### src/rtl/mux_scan.sv
// mux_scan: time-multiplexed round-robin scanner for CHANNELS words of WIDTH bits.
// A prescaler divides clk into slots. At each slot boundary the selection
// steps to the next channel enabled in ch_mask. The chosen word and a one-hot,
// active-low digit enable are registered on every edge.
// Optional feature: define MUX_SCAN_BLANK_EN to force 'an' high while
// cnt < BLANK_CYCLES. This gives an anti-ghosting dead time at the start of
// every slot.

module mux_scan #(
  parameter int WIDTH        = 8,
  parameter int CHANNELS     = 4,
  parameter int SEL_W        = 2,
  parameter int PRESCALE     = 100000,
  parameter int CNT_W        = 17,
  parameter int BLANK_CYCLES = 1000
) (
  input  logic                      clk,
  input  logic                      rst_n,
  input  logic [0:CHANNELS*WIDTH-1] in_bus,
  input  logic [CHANNELS-1:0]       ch_mask,
  input  logic                      en,
  input  logic                      hold,
  output logic [0:WIDTH-1]          out,
  output logic [CHANNELS-1:0]       an,
  output logic [SEL_W-1:0]          sel,
  output logic                      tick
);

  localparam logic [CNT_W-1:0]    CNT_LAST   = CNT_W'(PRESCALE - 1);
  localparam logic [CNT_W-1:0]    CNT_BLANK  = CNT_W'(BLANK_CYCLES);
  localparam logic [SEL_W:0]      SEL_LIMIT  = (SEL_W + 1)'(CHANNELS);
  localparam logic [CHANNELS-1:0] ONE_HOT_0  = CHANNELS'(1);

`ifdef MUX_SCAN_BLANK_EN
  localparam bit BLANK_ON = 1'b1;
`else
  localparam bit BLANK_ON = 1'b0;
`endif

  logic [CNT_W-1:0]    cnt;
  logic [SEL_W-1:0]    next_sel;
  logic [0:WIDTH-1]    word_sel;
  logic [CHANNELS-1:0] an_next;
  logic                sel_valid;
  logic                blank_active;
  logic                scan_found;
  int                  scan_base;
  int                  scan_idx;

  // A forced, out-of-range sel restarts the search just below channel 0.
  assign sel_valid = ({1'b0, sel} < SEL_LIMIT);

  // Dead time at the start of a slot. It is constant-false unless blanking is built in.
  assign blank_active = BLANK_ON && (cnt < CNT_BLANK);

  // Search sel+1, sel+2, ... (wrapping) for the next enabled channel; sel itself is tried last.
  always_comb begin
    next_sel   = sel;
    scan_found = 1'b0;
    scan_idx   = 0;
    scan_base  = sel_valid ? int'(sel) : -1;
    for (int k = 1; k <= CHANNELS; k++) begin
      scan_idx = scan_base + k;
      if (scan_idx >= CHANNELS) begin
        scan_idx = scan_idx - CHANNELS;
      end
      if (!scan_found && |(ch_mask & (ONE_HOT_0 << scan_idx))) begin
        next_sel   = SEL_W'(scan_idx);
        scan_found = 1'b1;
      end
    end
  end

  // Pick the word for the current sel and build its enable; a masked-off channel stays dark.
  always_comb begin
    word_sel = '0;
    an_next  = '1;
    for (int k = 0; k < CHANNELS; k++) begin
      if (sel == SEL_W'(k)) begin
        word_sel = in_bus[k*WIDTH +: WIDTH];
        if (ch_mask[k]) begin
          an_next = ~(ONE_HOT_0 << k);
        end
      end
    end
  end

  // Prescaler and selection. Both freeze when en is low. A slot ends with a tick, and sel moves on the following edge.
  always_ff @(posedge clk or negedge rst_n) begin
    if (!rst_n) begin
      cnt  <= '0;
      tick <= 1'b0;
      sel  <= '0;
    end else if (en) begin
      if (cnt == CNT_LAST) begin
        cnt  <= '0;
        tick <= 1'b1;
      end else begin
        cnt  <= cnt + CNT_W'(1);
        tick <= 1'b0;
      end
      if (tick && !hold) begin
        sel <= next_sel;
      end
    end else begin
      tick <= 1'b0;
    end
  end

  // Registered outputs track sel on every edge regardless of en, one cycle behind.
  always_ff @(posedge clk or negedge rst_n) begin
    if (!rst_n) begin
      out <= '0;
      an  <= '1;
    end else begin
      out <= word_sel;
      an  <= blank_active ? '1 : an_next;
    end
  end

endmodule
### config.mk
export PLATFORM = sky130hd
export DESIGN_NAME = mux_scan
export DESIGN_NICKNAME = d
export VERILOG_FILES = /design/src/rtl/mux_scan.sv
export SDC_FILE = /design/constraint.sdc
export NUM_CORES = 1
export LEC_CHECK = 0
export CORE_UTILIZATION = 40
export DETAILED_ROUTE_END_ITERATION = 6
export MAX_ROUTING_LAYER = met4
export PLACE_DENSITY = 0.7
export SYNTH_ARGS = -nofsm -noshare
export SYNTH_HDL_FRONTEND = slang
export SYNTH_SLANG_ARGS = --single-unit
### constraint.sdc
create_clock -name clk -period 2.2 [get_ports clk]
set_clock_uncertainty 0.15 [all_clocks]
set_input_delay 0.33 -clock clk [delete_from_list [all_inputs] [get_ports clk]]
set_output_delay 0.33 -clock clk [all_outputs]
set_load 0.1 [all_outputs]
After elaboration in Yosys (flattened, before gate mapping) --
Cells that the tools add are included.
Word-level totals: input port bits 40, register bits 32, output and inout port bits 15
Cells by class: add/sub/neg operators 9, muxes and demuxes 26, shift operators 4, bitwise gates (word level) 4, equality and inequality tests 4, magnitude comparators 4, reduce and logical (&&, ||, !) cells 15
Operator list (count):
- 2-to-1 mux 32 bit | 4
- << shifter 1 x 32 -> 4 bit, first input constant | 4
- 2-to-1 mux 8 bit | 4
- 2-to-1 mux 4 bit | 6
- adder 17 x 1 -> 17 bit, second input constant | 1
- == test 17 bit, second input constant | 1
- 2-to-1 mux 17 bit | 1
- AND 4 bit | 4
- OR reduction 4 bit | 4
- subtractor 3 x 3 -> 4 bit, second input constant | 3
- >= comparator 3 bit, second input constant | 3
- 2-to-1 mux 2 bit | 4
- 2-to-1 mux 1 bit | 7
- adder 2 x 2 -> 3 bit, second input constant | 2
- subtractor 4 x 3 -> 5 bit, second input constant | 1
- adder 2 x 3 -> 4 bit, second input constant | 1
- == test 2 bit, second input constant | 2
- >= comparator 4 x 3 -> 1 bit, second input constant | 1
- logical AND 1 bit | 4
- logical NOT 1 bit | 4
- nonzero test 4 bit | 1
- adder 2 x 1 -> 3 bit, second input constant | 1
- AND reduction 3 bit | 1
- == test 2 x 1 -> 1 bit, second input constant | 1
- logical NOT 2 bit | 1

Depth between registers and ports, before layout --
Gate-level depths: netlist (run 1).
depth after elaboration 17, depth in mapped cells 8, gate-level depth less buffers 6

Least setup slack after synthesis (run 1) --
No wires, ideal clock.
path kind register to register, start reg sel[1], end reg sel[1], arrival time 2.487 ns, buffers on the path 1, path slack -0.565 ns, stages on the path, launching flop included 8, required time 1.922 ns, cell sequence dfrtp_1 inv_1 ha_1 clkbuf_1 a22o_1 or4_1 a31oi_1 a211oi_1
On the way: cells in the longest elaborated chain, start to end 17, elaborated cells between the ends (all ways) 43, those cells by class add/sub: 8; order compare: 4; shift: 4; mux: 11; bitwise: 4; reduce/logical: 12
RTL lines:
- start: declaration | RTL line 25 | output logic [SEL_W-1:0] sel,
- start signal: assignment | RTL line 103 | sel <= next_sel;
- adder 2 x 1 -> 3 bit | RTL line 63 | scan_idx = scan_base + k;
- subtractor 3 x 3 -> 4 bit / >= comparator 3 bit (equally long branches) | RTL line 65, 64
- 2-to-1 mux 32 bit | RTL line 64 | if (scan_idx >= CHANNELS) begin
- << shifter 1 x 32 -> 4 bit | RTL line 67 | if (!scan_found && |(ch_mask & (ONE_HOT_0 << scan_idx))) begin
- AND 4 bit | RTL line 67
- OR reduction 4 bit | RTL line 67
- 2-to-1 mux 1 bit | RTL line 67
- logical NOT 1 bit | RTL line 67
- logical AND 1 bit | RTL line 67
- 2-to-1 mux 1 bit | RTL line 67
- logical NOT 1 bit | RTL line 67
- logical AND 1 bit | RTL line 67
- 2-to-1 mux 1 bit | RTL line 67
- logical NOT 1 bit | RTL line 67
- logical AND 1 bit | RTL line 67
- nonzero test 4 bit (no source line)
- AND reduction 3 bit (no source line)
Parallel ways exist; a longest one is shown, timed or not. The select of a mux whose other input is x is not followed. A chain may end at the register's enable or synchronous reset.

Worst setup path in the final report (run 1) --
start reg cnt[13], end reg cnt[1]
On the way: cells in the longest elaborated chain, start to end 2
RTL lines:
- start: declaration | RTL line 40 | logic [CNT_W-1:0] cnt;
- start signal: assignment | RTL line 99 | cnt <= cnt + CNT_W'(1);
- == test 17 bit | RTL line 95 | if (cnt == CNT_LAST) begin
- 2-to-1 mux 17 bit | RTL line 95
Every way passes these cells.

==> results of run 1 <==
[synth_stat cells, drive strengths merged, types with 3 or more instances]
| master | instances | share of area, % |
|---|---|---|
| nor3 | 3 | 0.84 |
| nor2 | 6 | 1.3 |
| a22o | 3 | 1.5 |
| a21oi | 11 | 3.1 |
| or4 | 4 | 1.9 |
| nand3 | 9 | 2.5 |
| nor2b | 6 | 2.1 |
| a22oi | 5 | 2.1 |
| inv | 7 | 1.5 |
| nand2 | 25 | 5.4 |
| ha | 5 | 3.5 |
| o21ai | 9 | 2.5 |
| or3 | 5 | 1.8 |
| dfstp | 4 | 5.9 |
| clkbuf | 7 | 1.5 |
| xnor2 | 12 | 5.9 |
| a221oi | 4 | 2.0 |
| o31ai | 6 | 2.5 |
| dfrtp | 28 | 39 |
| nand4 | 4 | 1.4 |
| nand3b | 5 | 2.1 |
[path summary, 6_finish.rpt]
kind	start	endpoint	slack (ps)	depth (start not counted)
min in group clk	cnt[4]	cnt[4]	350	1
setup reg to reg	cnt[13]	cnt[1]	140	4
hold reg to reg	cnt[4]	cnt[4]	350	1
setup / recovery	cnt[13]	cnt[1]	140	4
max in group asynchronous	rst_n	an[2]	1350	2
hold / removal	rst_n	cnt[1]	230	2
[final cells by class]
| cell class | count | area, um2 | area share, % |
|---|---|---|---|
| Clock buffer | 7 | 86.3 | 3.41 |
| Clock inverter | 1 | 7.51 | 0.296 |
| Inverter | 7 | 28.8 | 1.14 |
| Multi-Input combinational cell | 140 | 913 | 36.0 |
| Sequential cell | 32 | 813 | 32.1 |
| Tap cell | 50 | 62.6 | 2.47 |
| Timing Repair Buffer | 70 | 623 | 24.6 |
[metrics by stage]
step           instances  instance area [um2]  hold slack, ps  worst slack (ps)  util, %
3_3_place_gp         299                 2440             346              65.8     58.9
3_5_place_dp         299                 2440             348              16.7     58.9
5_1_grt              307                 2530             261              84.1     61.2
2_1_floorplan        187                 1790            -116              9.15        -
4_1_cts              307                 2530             231               118     61.2
6_report             307                 2530             228               135     61.2
[logic make-up after synthesis]
logic type	after synthesis	synth area share [%]
fa+ha+maj	5	3.52
compound gates	46	17.7
simple gates	77	24.2
xor+xnor	12	5.91
flops	32	45.3
buf+inv	15	3.38
[power groups by stage]
stage	logic (mW)	clock network [mW]	registers, mW
6_report	0.344	0.476	0.699
4_1_cts	0.346	0.486	0.700
3_5_place_dp	0.344	0	0.711
2_1_floorplan	0.124	0	0.768
3_3_place_gp	0.342	0	0.709
5_1_grt	0.375	0.516	0.708
[metal layers]
layer | track usage [%] | up-vias | share of wire [%] | wire (um)
met5 | - | - | 0 | 0
met4 | 9.69 | 0 | 2.3 | 101
met3 | 3.29 | 8 | 2.7 | 120
met2 | 32.5 | 33 | 45 | 1990
met1 | 29.8 | 780 | 50 | 2250
li1 | - | 824 | - | -
[sequential cells by signal, summed over array words and instances (netlist names)]
| register | count |
|---|---|
| out | 8 |
| tick | 1 |
| sel | 2 |
| cnt | 17 |
| an | 4 |
==> impl_metrics.csv, run 1 <==
group,metric,value,unit
setup_path,critical_path_class,"reg2reg",
power_and_ir_drop,p_sw_share,30.3,%
global_route,number_of_antenna_violations_at_the_first_check_in_global_routing,0,
layout,mostFrequentLayoutCell,"sky130_fd_sc_hd__clkdlybuf4s50_1",
route,drt_drc_violations_left,0,
placement,numPortBuffers,54,
setup_path,crit_path_top_delay_cell,"sky130_fd_sc_hd__or4_4",
clock_tree,post_cts_resized,0,
clock_tree,cts.hold.buffers_added,0,
min_path,hp-class,"in2async",
timing,final_worst_path_period_need,2060,ps
timing,max_slew_margin,70.0,%
yosys,synth.avg_cell_area,9.51,um2
global_route,grt_max_degree,21,
die,initial_core_util,42.9,%
timing,rsz0062_at_grt,"false",
clock_tree,htreeDepth,2,
yosys,ys.flop_type,"sky130_fd_sc_hd__dfrtp_1",
clock_tree,cts_inserted_buffers,5,
placement,place.gp.congestion,0.835,
route,via_count,1645,
yosys,ys_seq_elements,32,
timing,final_sum_of_negative_setup_slack,0,ps
yosys,synth-warning-count,0,
timing,worstMarginPinSlew,446,ps
clock_tree,max_buffers_root_to_sink,2,
route,route.detailed.vias_per_inst,5.36,
setup_path,worst_path_dominant_cell_family,"simple AND/OR/NAND/NOR gates",
power_and_ir_drop,p_int,1.06,mW
die,core_region_area,4140,um2
layout,fin_nets,301,
global_route,globalRoute.totalOverflow,0,
power_and_ir_drop,switching_power,461,uW
setup_path,required,2200,ps
setup_path,timing.critical_path.arrival,2070,ps
yosys,synthesized_nets,232,
setup_path,critical-path-max-stage-delay,560,ps
clock_tree,sinks_on_the_clock_net,32,
global_route,grt_first_pass_wirelength,7420,um
job,maxCapViolCount,0,
power_and_ir_drop,power_per_cell_area,599,nW/um2
route,drtPass1Iterations,4,
timing,final-hold-violation-count,0,
clock_tree,insertion_delay,270,ps
yosys,synthesis.instances,187,
power_and_ir_drop,power_frac_clock,31.4,%
setup_path,worstPathCellList,"or4_1, or4_4, o311ai_1, o21ai_1",
yosys,synth_enable_flop_cells,0,
clock_tree,cts_tree,"yes",
route,drt-initial-drc-count,105,
setup_path,setup.worst_path.end_class,"flop",
layout,final_layout_size_suffix_gt1_share,19.8,%
setup_path,worstSetupStartpointType,"flop",
run_status,outcome,"finished, final reports clean",
setup_path,crit_path_max_fanout,4,
route,post_drt_wl_per_cell,14.5,um
layout,n_antenna_cell,0,
timing,timing.final.setup_violations,0,
power_and_ir_drop,comb_power_share,22.6,%
die,die_width,68.7,um
yosys,synth-async-reset-ratio,100,%
power_and_ir_drop,power_frac_seq,46.0,%
die,core.rowCount,23,
clock_tree,cts_setup_buffers,0,
route,finalWirelength,4460,um
clock_tree,cts_root_buf,"sky130_fd_sc_hd__clkbuf_8",
timing,drv_slew,0,
power_and_ir_drop,cellLeakagePower,1.02,nW
layout,syn2layout_area_growth,42.5,%
power_and_ir_drop,fin_total_pwr,1.52,mW
route,detail-route-antenna-nets,0,
timing,achievable-frequency,484,MHz
clock_tree,clk_pin_slew,70,ps
yosys,netlist-cell-type-count,40,
setup_path,worstPathBufferInverterCount,0,
die,design.die.area,4720,um2
layout,fillerInstances,359,
timing,layout_worst_path_cycle_share,93.9,%
layout,final_cell_mix,"39 x sky130_fd_sc_hd__clkdlybuf4s50_1, 31 x sky130_fd_sc_hd__buf_4, 26 x sky130_fd_sc_hd__dfrtp_1",
global_route,first_global_vias,1608,
power_and_ir_drop,irDropWorstVdd,0.000286,V
yosys,yosysSeqAreaShare,45.3,%
die,io_pins,55,
global_route,global_route.usage.total,22.0,%
yosys,mapped_area,1780,um2
die,chipHeight,68.7,um
placement,dp_hpwl,3390,um
Power figures use the tool's default switching activity.
==> run 2: changes to the inputs <==
==> constraint.sdc (replaced) <==
create_clock -name clk -period 2.15 [get_ports clk]
set_clock_uncertainty 0.15 [all_clocks]
set_input_delay 0.3225 -clock clk [delete_from_list [all_inputs] [get_ports clk]]
set_output_delay 0.3225 -clock clk [all_outputs]
set_load 0.1 [all_outputs]
==> impl_metrics.csv, run 2 (synthesis results as in run 1) <==
group,metric,value,unit
power_and_ir_drop,cellLeakagePower,1.04,nW
route,top_layer,"met4",
die,die_width,68.7,um
timing,achievable-frequency,471,MHz
route,route.detailed.vias_per_inst,5.35,
layout,final_layout_size_suffix_gt1_share,21.2,%
clock_tree,post_cts_resized,0,
layout,final_cell_mix,"39 x sky130_fd_sc_hd__clkdlybuf4s50_1, 33 x sky130_fd_sc_hd__buf_4, 26 x sky130_fd_sc_hd__dfrtp_1",
setup_path,worstSetupStartpointType,"flop",
layout,filler_free_cell_count_of_the_finished_design,310,
timing,final-hold-violation-count,0,
layout,largest_register_ffs,17,
global_route,first_global_vias,1569,
setup_path,timing.critical_path.arrival,2130,ps
timing,worstMarginPinSlew,341,ps
layout,syn2layout_area_growth,44.4,%
die,core.rowCount,23,
timing,final_worst_path_period_need,2130,ps
timing,max_slew_margin,77.2,%
min_path,hp-class,"in2async",
layout,fin_area,2570,um2
clock_tree,htreeDepth,2,
clock_tree,sinks_on_the_clock_net,32,
setup_path,reg2reg_slack,20,ps
power_and_ir_drop,power_frac_seq,46.4,%
route,detail-route-antenna-nets,0,
setup_path,critical-path-max-stage-delay,570,ps
placement,place.gp.congestion,0.808,
timing,drv_slew,0,
timing,timing.final.setup_violations,0,
setup_path,regToRegEndpoint,"cnt[3]",
global_route,globalRoute.totalOverflow,0,
power_and_ir_drop,p_int,1.08,mW
global_route,global_route.usage.total,21.6,%
layout,largest-register,"cnt",
clock_tree,insertion_delay,270,ps
die,design.die.area,4720,um2
route,met1Wirelength,2120,um
layout,fin_nets,304,
placement,placement.cell_area,2480,um2
power_and_ir_drop,power_per_cell_area,601,nW/um2
clock_tree,max_buffers_root_to_sink,2,
layout,n_antenna_cell,0,
job,maxCapViolCount,0,
clock_tree,cts_tree,"yes",
setup_path,setup.worst_path.end_class,"flop",
power_and_ir_drop,switching_power,460,uW
setup_path,crit_path_top_delay_cell,"sky130_fd_sc_hd__or4_4",
clock_tree,cts_root_buf,"sky130_fd_sc_hd__clkbuf_8",
route,drt-initial-drc-count,60,
run_status,outcome,"finished, final reports clean",
layout,largest_registers_ranked_by_flip_flop_count,"cnt (17), out (8), an (4)",
route,met2RoutedLength,2010,um
clock_tree,clk_pin_slew,70,ps
timing,rsz0062_at_grt,"true",
layout,mostFrequentLayoutCell,"sky130_fd_sc_hd__clkdlybuf4s50_1",
timing,layout_worst_path_cycle_share,98.8,%
route,via_count,1657,
setup_path,critPathLaunch,"cnt[13]",
setup_path,worstPathCellList,"or4_1, or4_4, o31ai_1, a31oi_1",
route,drt_drc_violations_left,0,
power_and_ir_drop,irDropWorstVdd,0.000326,V
power_and_ir_drop,power_frac_clock,30.3,%
setup_path,worstReg2RegStart,"cnt[13]",
clock_tree,cts.hold.buffers_added,0,
setup_path,crit_path_max_fanout,4,
placement,numPortBuffers,54,
route,wl_met3,92,um
die,initial_core_util,42.9,%
global_route,grt_max_degree,27,
global_route,number_of_antenna_violations_at_the_first_check_in_global_routing,0,
setup_path,ff2ff_path_depth,4,
clock_tree,cts_setup_buffers,0,
setup_path,critical_path_class,"reg2reg",
global_route,grt_first_pass_wirelength,7190,um
route,drtPass1Iterations,4,
power_and_ir_drop,p_sw_share,29.8,%
route,finalWirelength,4360,um
power_and_ir_drop,comb_power_share,23.2,%
die,io_pins,55,
placement,dp_hpwl,3420,um
setup_path,crit_path_end,"cnt[3]",
die,chipHeight,68.7,um
die,core_region_area,4140,um2
clock_tree,cts_inserted_buffers,5,
setup_path,required,2150,ps
route,post_drt_wl_per_cell,14.1,um
placement,place_inst,302,
-- run 2: how the worst min path moves through the flow --
stage                 start  endpoint  slack, ps
finish                rst_n    out[0]        160
global route          rst_n    out[0]        170
CTS                   rst_n    out[0]        170
detailed placement  cnt[14]   cnt[14]        340
global placement    cnt[14]   cnt[14]        340
floorplan             rst_n    cnt[0]       -120
-- run 2: per-stage QoR --
step | TNS [ps] | utilization, % | hold slack (ps) | setup WS [ps] | total power [mW]
global placement | 0 | 59.8 | 337 | 31.5 | 1.08
floorplan | -40.8 | - | -123 | -40.8 | 0.912
finish | 0 | 62.0 | 163 | 24.7 | 1.54
global route | -16.8 | 62.0 | 171 | -11.1 | 1.63
detailed placement | -4.02 | 59.8 | 344 | -4.02 | 1.08
CTS | 0 | 62.0 | 168 | 22.8 | 1.56
-- run 2: power groups by stage --
stage	Clock, mW	Combinational [mW]	Sequential, mW
after floorplan	0	0.127	0.785
after global placement	0	0.353	0.727
after detailed placement	0	0.358	0.726
after CTS	0.483	0.360	0.715
after global routing	0.509	0.393	0.723
final	0.468	0.359	0.716
-- run 2: critical path, delay by kind of cell, from the launching register on --
| kind | cells | cell delay, ps |
|---|---|---|
| AO/OA/AOI/OAI | 2 | 390 |
| flip-flops | 1 | 380 |
| AND/OR/NAND/NOR | 2 | 1100 |
-- run 2: layout make-up --
cell class,instances,area [um2]
fillers,368,1580
inverters,7,28.8
well taps,50,62.6
flip-flops and latches,32,813
multi-input cells,140,913
repair buffers,73,658
clock inverters,2,10.0
clock buffers,6,82.6
-- run 2: routing by layer --
metal | GRT usage, % | vias to the layer above
li1 | - | 831
met1 | 26.6 | 785
met2 | 33.8 | 31
met3 | 4.11 | 10
met4 | 10.7 | 0
met5 | - | -
